## config.mk

```make
export PLATFORM = sky130hd
export DESIGN_NAME = tea_stream_ctrl
export DESIGN_NICKNAME = d
export VERILOG_FILES = /design/src/rtl/tea_stream_ctrl.sv
export SDC_FILE = /design/constraint.sdc
export NUM_CORES = 1
export LEC_CHECK = 0
export CORE_ASPECT_RATIO = 1.5
export CORE_MARGIN = 2
export CORE_UTILIZATION = 25
export CTS_CLUSTER_DIAMETER = 200
export DETAILED_ROUTE_END_ITERATION = 8
export DONT_BUFFER_PORTS = 1
export GPL_ROUTABILITY_DRIVEN = 0
export GPL_TIMING_DRIVEN = 0
export PLACE_DENSITY = 0.37
export SYNTH_ARGS = -nofsm -noshare
export SYNTH_HDL_FRONTEND = slang
export SYNTH_SLANG_ARGS = --single-unit
```

## constraint.sdc

```tcl
create_clock -name clk -period 1.8 [get_ports clk]
set_input_delay 0.36 -clock clk [delete_from_list [all_inputs] [get_ports clk]]
set_output_delay 0.36 -clock clk [all_outputs]
set_load 0.02 [all_outputs]
```

## src/rtl/tea_stream_ctrl.sv

```systemverilog
// -----------------------------------------------------------------------------
// tea_stream_ctrl
//
// Stream-side controller for a TEA cipher/decipher core. It collects a
// two-word block (V0 then V1) from a valid/ready input stream, presents the
// block and a registered key to the core, fires a one-cycle start pulse for
// the selected direction, waits a bounded number of cycles for the matching
// done flag, and then streams the two result words (C0 then C1) out over a
// valid/ready output stream.
//
// Ports
//   clk              clock, all state on the rising edge
//   rst              asynchronous, active-low reset
//   iData/iValid     input stream word (V0 first, then V1) and its valid
//   oReady           controller accepts iData this cycle (IDLE and LOAD1)
//   iMode            0 = cipher, 1 = decipher; taken with the V0 word
//   iKeyLoad         load iK0..iK3 into the key registers (IDLE only)
//   iK0..iK3         key words
//   oV0, oV1         block words presented to the core
//   oK0..oK3         registered key presented to the core
//   oStartCipher     one-cycle start pulse, cipher direction
//   oStartDecipher   one-cycle start pulse, decipher direction
//   iC0, iC1         core result words
//   iDoneCipher      core completion flag, cipher direction
//   iDoneDecipher    core completion flag, decipher direction
//   oData/oValid     output stream word (C0 first, then C1) and its valid
//   iReady           downstream accepts oData
//   oBusy            high in every state except IDLE
//   oError           one-cycle pulse when the core fails to finish in time
// -----------------------------------------------------------------------------
module tea_stream_ctrl #(
  parameter int WORD_SIZE = 32,
  parameter int TIMEOUT   = 64
) (
  input  logic                 clk,
  input  logic                 rst,
  input  logic [WORD_SIZE-1:0] iData,
  input  logic                 iValid,
  output logic                 oReady,
  input  logic                 iMode,
  input  logic                 iKeyLoad,
  input  logic [WORD_SIZE-1:0] iK0,
  input  logic [WORD_SIZE-1:0] iK1,
  input  logic [WORD_SIZE-1:0] iK2,
  input  logic [WORD_SIZE-1:0] iK3,
  output logic [WORD_SIZE-1:0] oV0,
  output logic [WORD_SIZE-1:0] oV1,
  output logic [WORD_SIZE-1:0] oK0,
  output logic [WORD_SIZE-1:0] oK1,
  output logic [WORD_SIZE-1:0] oK2,
  output logic [WORD_SIZE-1:0] oK3,
  output logic                 oStartCipher,
  output logic                 oStartDecipher,
  input  logic [WORD_SIZE-1:0] iC0,
  input  logic [WORD_SIZE-1:0] iC1,
  input  logic                 iDoneCipher,
  input  logic                 iDoneDecipher,
  output logic [WORD_SIZE-1:0] oData,
  output logic                 oValid,
  input  logic                 iReady,
  output logic                 oBusy,
  output logic                 oError
);

  localparam int CNT_W = $clog2(TIMEOUT + 1);

  typedef enum logic [2:0] {
    S_IDLE  = 3'd0,
    S_LOAD1 = 3'd1,
    S_START = 3'd2,
    S_WAIT  = 3'd3,
    S_OUT0  = 3'd4,
    S_OUT1  = 3'd5
  } state_t;

  state_t r_state;
  state_t w_next;

  logic [WORD_SIZE-1:0] r_v0, r_v1;
  logic [WORD_SIZE-1:0] r_k0, r_k1, r_k2, r_k3;
  logic [WORD_SIZE-1:0] r_c0, r_c1;
  logic                 r_mode;
  logic [CNT_W-1:0]     r_cnt;
  logic                 r_start_c;
  logic                 r_start_d;
  logic                 r_err;

  logic                 w_ready;
  logic                 w_busy;
  logic                 w_valid;
  logic [WORD_SIZE-1:0] w_data;
  logic                 w_xfer;
  logic                 w_done;
  logic                 w_limit;

  // Only the done flag of the direction that was started is observed.
  assign w_done  = r_mode ? iDoneDecipher : iDoneCipher;
  assign w_xfer  = iValid & w_ready;
  // The current WAIT cycle is the last one allowed: the count of WAIT cycles
  // already spent without done is one short of the limit.
  assign w_limit = (r_cnt >= CNT_W'(TIMEOUT - 1));

  // ---------------------------------------------------------------------------
  // FSM: state register
  // ---------------------------------------------------------------------------
  always_ff @(posedge clk or negedge rst) begin
    if (!rst) begin
      r_state <= S_IDLE;
    end else begin
      r_state <= w_next;
    end
  end

  // ---------------------------------------------------------------------------
  // FSM: next-state logic
  // ---------------------------------------------------------------------------
  always_comb begin
    w_next = r_state;
    unique case (r_state)
      S_IDLE:  if (w_xfer) w_next = S_LOAD1;
      S_LOAD1: if (w_xfer) w_next = S_START;
      S_START: w_next = S_WAIT;
      S_WAIT: begin
        // Done wins over the timeout limit when both happen together.
        if (w_done) begin
          w_next = S_OUT0;
        end else if (w_limit) begin
          w_next = S_IDLE;
        end
      end
      S_OUT0:  if (iReady) w_next = S_OUT1;
      S_OUT1:  if (iReady) w_next = S_IDLE;
      default: w_next = S_IDLE;
    endcase
  end

  // ---------------------------------------------------------------------------
  // FSM: output decode (all derived from registered state and data)
  // ---------------------------------------------------------------------------
  always_comb begin
    w_ready = 1'b0;
    w_busy  = 1'b1;
    w_valid = 1'b0;
    w_data  = r_c0;
    unique case (r_state)
      S_IDLE: begin
        w_ready = 1'b1;
        w_busy  = 1'b0;
      end
      S_LOAD1: w_ready = 1'b1;
      S_OUT0: begin
        w_valid = 1'b1;
        w_data  = r_c0;
      end
      S_OUT1: begin
        w_valid = 1'b1;
        w_data  = r_c1;
      end
      default: begin
        w_ready = 1'b0;
      end
    endcase
  end

  // ---------------------------------------------------------------------------
  // Block, mode and key registers
  // ---------------------------------------------------------------------------
  always_ff @(posedge clk or negedge rst) begin
    if (!rst) begin
      r_v0   <= '0;
      r_v1   <= '0;
      r_mode <= 1'b0;
      r_k0   <= '0;
      r_k1   <= '0;
      r_k2   <= '0;
      r_k3   <= '0;
    end else begin
      if (r_state == S_IDLE && w_xfer) begin
        r_v0   <= iData;
        r_mode <= iMode;
      end
      if (r_state == S_LOAD1 && w_xfer) begin
        r_v1 <= iData;
      end
      // Keys change only in IDLE, so they are frozen for the whole block.
      if (r_state == S_IDLE && iKeyLoad) begin
        r_k0 <= iK0;
        r_k1 <= iK1;
        r_k2 <= iK2;
        r_k3 <= iK3;
      end
    end
  end

  // ---------------------------------------------------------------------------
  // Result capture and timeout counter
  // ---------------------------------------------------------------------------
  always_ff @(posedge clk or negedge rst) begin
    if (!rst) begin
      r_c0  <= '0;
      r_c1  <= '0;
      r_cnt <= '0;
    end else begin
      if (r_state == S_WAIT && w_done) begin
        r_c0 <= iC0;
        r_c1 <= iC1;
      end
      if (r_state == S_START) begin
        r_cnt <= '0;
      end else if (r_state == S_WAIT && !w_done && r_cnt < CNT_W'(TIMEOUT)) begin
        // Saturating: the counter never wraps back to zero.
        r_cnt <= r_cnt + CNT_W'(1);
      end
    end
  end

  // ---------------------------------------------------------------------------
  // Registered control pulses
  // ---------------------------------------------------------------------------
  always_ff @(posedge clk or negedge rst) begin
    if (!rst) begin
      r_start_c <= 1'b0;
      r_start_d <= 1'b0;
      r_err     <= 1'b0;
    end else begin
      // Pulses are high exactly while the FSM sits in START.
      r_start_c <= (w_next == S_START) && !r_mode;
      r_start_d <= (w_next == S_START) &&  r_mode;
      r_err     <= (r_state == S_WAIT) && !w_done && w_limit;
    end
  end

  assign oReady         = w_ready;
  assign oBusy          = w_busy;
  assign oValid         = w_valid;
  assign oData          = w_data;
  assign oV0            = r_v0;
  assign oV1            = r_v1;
  assign oK0            = r_k0;
  assign oK1            = r_k1;
  assign oK2            = r_k2;
  assign oK3            = r_k3;
  assign oStartCipher   = r_start_c;
  assign oStartDecipher = r_start_d;
  assign oError         = r_err;

endmodule

```

# After elaboration in Yosys (flattened, before gate mapping)

Cells that the tools add are included.

Reductions and logical operators: 15
Magnitude comparators: 2
Eq/ne operators: 6
Add/sub/neg operators: 1
Bitwise gates (word level): 1
Mux-type cells: 14

Operators by type and width:

| operator                                                              | number |
|---|---|
| 32-bit 2-to-1 mux                                                     | 1 |
| 3-bit 2-to-1 mux                                                      | 6 |
| 3-bit case mux with 6 select lines                                    | 1 |
| 7-bit 2-to-1 mux                                                      | 2 |
| 3-bit by 2-bit equality test with 1-bit output, second input constant | 3 |
| 1-bit logical AND                                                     | 9 |
| 7-bit by 1-bit adder with 7-bit output, second input constant         | 1 |
| 7-bit by 6-bit >= comparator with 1-bit output, second input constant | 1 |
| 7-bit < comparator, second input constant                             | 1 |
| 3-bit equality test, second input constant                            | 2 |
| 1-bit 2-to-1 mux                                                      | 4 |
| 2-bit OR reduction                                                    | 2 |
| 3-bit by 1-bit equality test with 1-bit output, second input constant | 1 |
| 3-bit zero test                                                       | 1 |
| 1-bit zero test                                                       | 2 |
| 2-bit nonzero test                                                    | 1 |
| 1-bit bitwise AND                                                     | 1 |

Input port bits: 232
Register bits: 270
Output and inout bits: 230

# Depth between registers and ports, before layout

Word-level depth: 8
Mapped depth: 6
Mapped depth without buffers: 4

# Least setup slack after synthesis

No wires, ideal clock.

Path type: reg2out
From: register r_state[2]
To: output oData[10]
Data arrival time: 1,535 ps
Stages on the path, launching flop included: 6
Slack: -95 ps
Buffers on the path: 2
Cells stage by stage: dfrtp_1 > buf_2 > and2b_1 > nand2_1 > buf_2 > mux2_2

Word-level cells in the longest chain between the ends: 2

Ends and longest elaborated chain:

| item                   | line | RTL |
|---|---|---|
| from (decl)            | 76   | `state_t r_state;` |
| from (signal assigned) | 110  | `r_state <= w_next;` |
| 3-bit equality test    | 145  | `unique case (r_state)` |
| 32-bit 2-to-1 mux      | 145  |  |
| to (decl)              | 58   | `output logic [WORD_SIZE-1:0] oData,` |

No other way between the ends.

# Worst setup path after layout

From: register r_state[1]
To: output oData[20]

Same word-level chain as after synthesis.

==> out/results.ini <==
[run_status]
status = finished, violations left
violations = negative hold slack, negative setup slack

[pwr]
power_frac_comb = 0.317
power.density_mw_per_mm2 = 1840
p_leak_uw = 0.00691
internal_power_uw = 18800
switchingPower_uw = 11000
p_clk_frac = 0.201
swShare = 0.369
power.total_uw = 29700
pwr-share-seq = 0.482
ir_worst_vdd_uv = 782

[die]
rows = 93
dieArea_sq_mm = 0.0451
die_y_um = 259
io_pins = 462
fp.dieW_um = 174
start_util = 0.253
core_sq_mm = 0.0429

[global_route]
grt_usage = 0.130
grt_max_degree = 271
grt_pass1_wl_um = 45700
grt_pass1_vias = 7703
antenna_found_initial = 0
gr-total-overflow = 0

[worst_setup_path]
cp_top_family = simple AND/OR/NAND/NOR gates
cp-start-kind = flop
slowest_stage = dfrtp_1
critPathKind = flop to primary output
endpoint_kind = primary output
critPathRequiredTime_ns = 1.44
slowest_delay_ns = 0.40
critical_path.max_fanout = 7
cp.arrival_ns = 1.96
rrSetupSlack_ns = -0.46
r2r-end = oK2[29]$_DFFE_PN0P_
regToRegStartpoint = r_state[1]$_DFF_PN0_
path_cells = and2b_4, nand2_8, clkbuf_16, mux2_4
cp.depth = 4
crit_buf_inv = 1
r2r_cells = 9

[synth]
synth_ff_type = dfrtp_1
synth_area_leaders = dfrtp_1 62%, mux2_2 29%, buf_12 2.4%
netlist_top_cells_count = 278 x mux2_2, 270 x dfrtp_1, 13 x buf_12, 13 x buf_2, 10 x mux2_4
postSynthAreaPerCell_sq_um = 16.7
yosys_warnings = 0
synth_top_area_share = 0.623
synth_edf_count = 0
ys_ff_latch = 270
synth_seq_area_share = 0.623
async_reset_ff_frac = 1.00
yosys.area.top_type = dfrtp_1
syn_inst = 651
syn_nets = 884
yosysMostFrequentCell = mux2_2
syn_area_sq_mm = 0.0109
synth.distinct_cells = 38

[route]
wl_met1_um = 9700
viasPerCell = 4.29
vias = 6644
top_layer_used = met4
routedWlPerCell_um = 20.0
drc = 0
ant_nets = 0
drt_pass1_iterations = 4
initialDrtViolationCount = 189
routed-wl-met2_um = 17700
wirelength_um = 31000
routed-wl-met3_um = 2660

[place]
placed_cell_area_sq_mm = 0.0116
post-place-ws_ns = -0.240
port_buffers = 0
hpwl_um = 21000

[cts]
hold_buffers = 226
cts_buffers = 28
ctsRootBufferMaster = clkbuf_16
cts_max_path_buffers = 3
clk-insertion-delay-late_ns = 0.55
clkTransAtPathRegs_ns = 0.06
cts_tree = built
cts-htree-levels = 1
clock_sinks = 270

[sta]
min_period_over_period = 1.29
fmax_ghz = 0.430
skew_ns = 0.0106
timing.final.ws_setup_ns = -0.525
slew_viol_final = 0
relSlewSlack = 0.602
whs_ns = -0.485
setup_tns_ns = -64.75
setup_viol = 199
finalHoldViolations = 270
rsz0062_at_grt = true
min_period_ns = 2.32
worst_pin_slew_ns = 0.597

[cells_and_area]
area_growth_pct = 49.0
nets = 1191
final_area_sq_mm = 0.0162
fillCellCount = 3989
drive_gt1_frac = 0.437
n_antenna_cell = 0

[worst_hold_path]
hold_path_class = primary input to async pin

[flow_run]
max_cap_viol_count = 0

cell families after synthesis:
| family | count (synthesis) | synth area share |
|---|---|---|
| DFF | 270 | 0.623 |
| AOI/OAI and AO/OA | 8 | 0.00553 |
| xor gates and xnor gates | 1 | 0.000807 |
| adders and majority gates | 1 | 0.00115 |
| buffers and inverters | 38 | 0.0378 |
| and+or+nand+nor | 36 | 0.0212 |
| muxes | 297 | 0.311 |
state kept, by name, indices dropped and copies added (netlist names):
name            cells
oK0                32
oK1                32
oK2                32
oK3                32
oV0                32
oV1                32
r_c0               32
r_c1               32
r_cnt               7
r_state             3
oError              1
oStartCipher        1
oStartDecipher      1
r_mode              1
power by group through the flow:
stage	clock network, uW	logic (uW)	registers, uW
floorplan	0	6000	13300
global placement	0	6780	14300
finish	5980	9420	14300
CTS	6230	8650	14300
global route	6510	10100	14600
detailed placement	0	7030	14400
layout by cell type (no fill, tap or decap), types with 3 or more instances in the layout:
cell,Yosys,routed
buf_12,13,34
buf_16,0,7
buf_4,6,17
buf_6,1,11
bufbuf_16,0,3
bufinv_16,0,3
clkbuf_1,1,4
clkbuf_16,0,40
clkbuf_8,1,6
clkinv_2,0,9
dfrtp_1,270,270
dlygate4sd3_1,0,226
inv_1,3,3
mux2_2,278,217
mux2_4,10,71
mux2i_1,7,7
nand2_1,8,7
nand2b_1,3,3
nand3_1,3,3
nor2_1,5,4
cell type report:
type | count | area, sq um | area share
clock buffer | 39 | 823 | 0.0509
timing repair buffer | 281 | 3240 | 0.201
multi-input combinational | 343 | 3940 | 0.244
tap | 570 | 713 | 0.0441
clock inverter | 12 | 135 | 0.00836
inverter | 3 | 11.3 | 0.000697
sequential | 270 | 6760 | 0.418
buffer | 31 | 543 | 0.0336
worst max-delay path by stage:
stage                                      to                 start
after floorplan           oK0[10]$_DFFE_PN0P_  r_state[1]$_DFF_PN0_
after global placement               oData[6]  r_state[2]$_DFF_PN0_
after detailed placement             oData[6]  r_state[2]$_DFF_PN0_
after CTS                           oData[18]  r_state[1]$_DFF_PN0_
after global routing                oData[20]  r_state[2]$_DFF_PN0_
final                               oData[20]  r_state[1]$_DFF_PN0_
routing by layer:
layer | track usage | vias to the layer above
li1 | - | 2923
met1 | 0.121 | 3368
met2 | 0.259 | 304
met3 | 0.0413 | 49
met4 | 0.0460 | 0
met5 | 0 | -
worst reg2reg max path, delay by kind of cell (launching register included):
family / cells / cell delay (ns)
mux: 1 / 0.32
simple gates: 2 / 0.61
flops: 1 / 0.40
buf+inv: 6 / 0.82
per-stage QoR:
step | util | instances
2_1_floorplan | - | 651
3_3_place_gp | 0.270 | 1221
3_5_place_dp | 0.270 | 1221
4_1_cts | 0.363 | 1528
5_1_grt | 0.376 | 1549
6_report | 0.376 | 1549
timing repair:
item                       in CTS  in global routing
hold endpoints to repair      528                270
buffers inserted               19                 15
pin swaps                       0                  4
gates cloned                   11                 11
setup endpoints to repair     268                280
gates resized for setup        53                 74
Note: power is estimated with default switching activity, not from simulation.
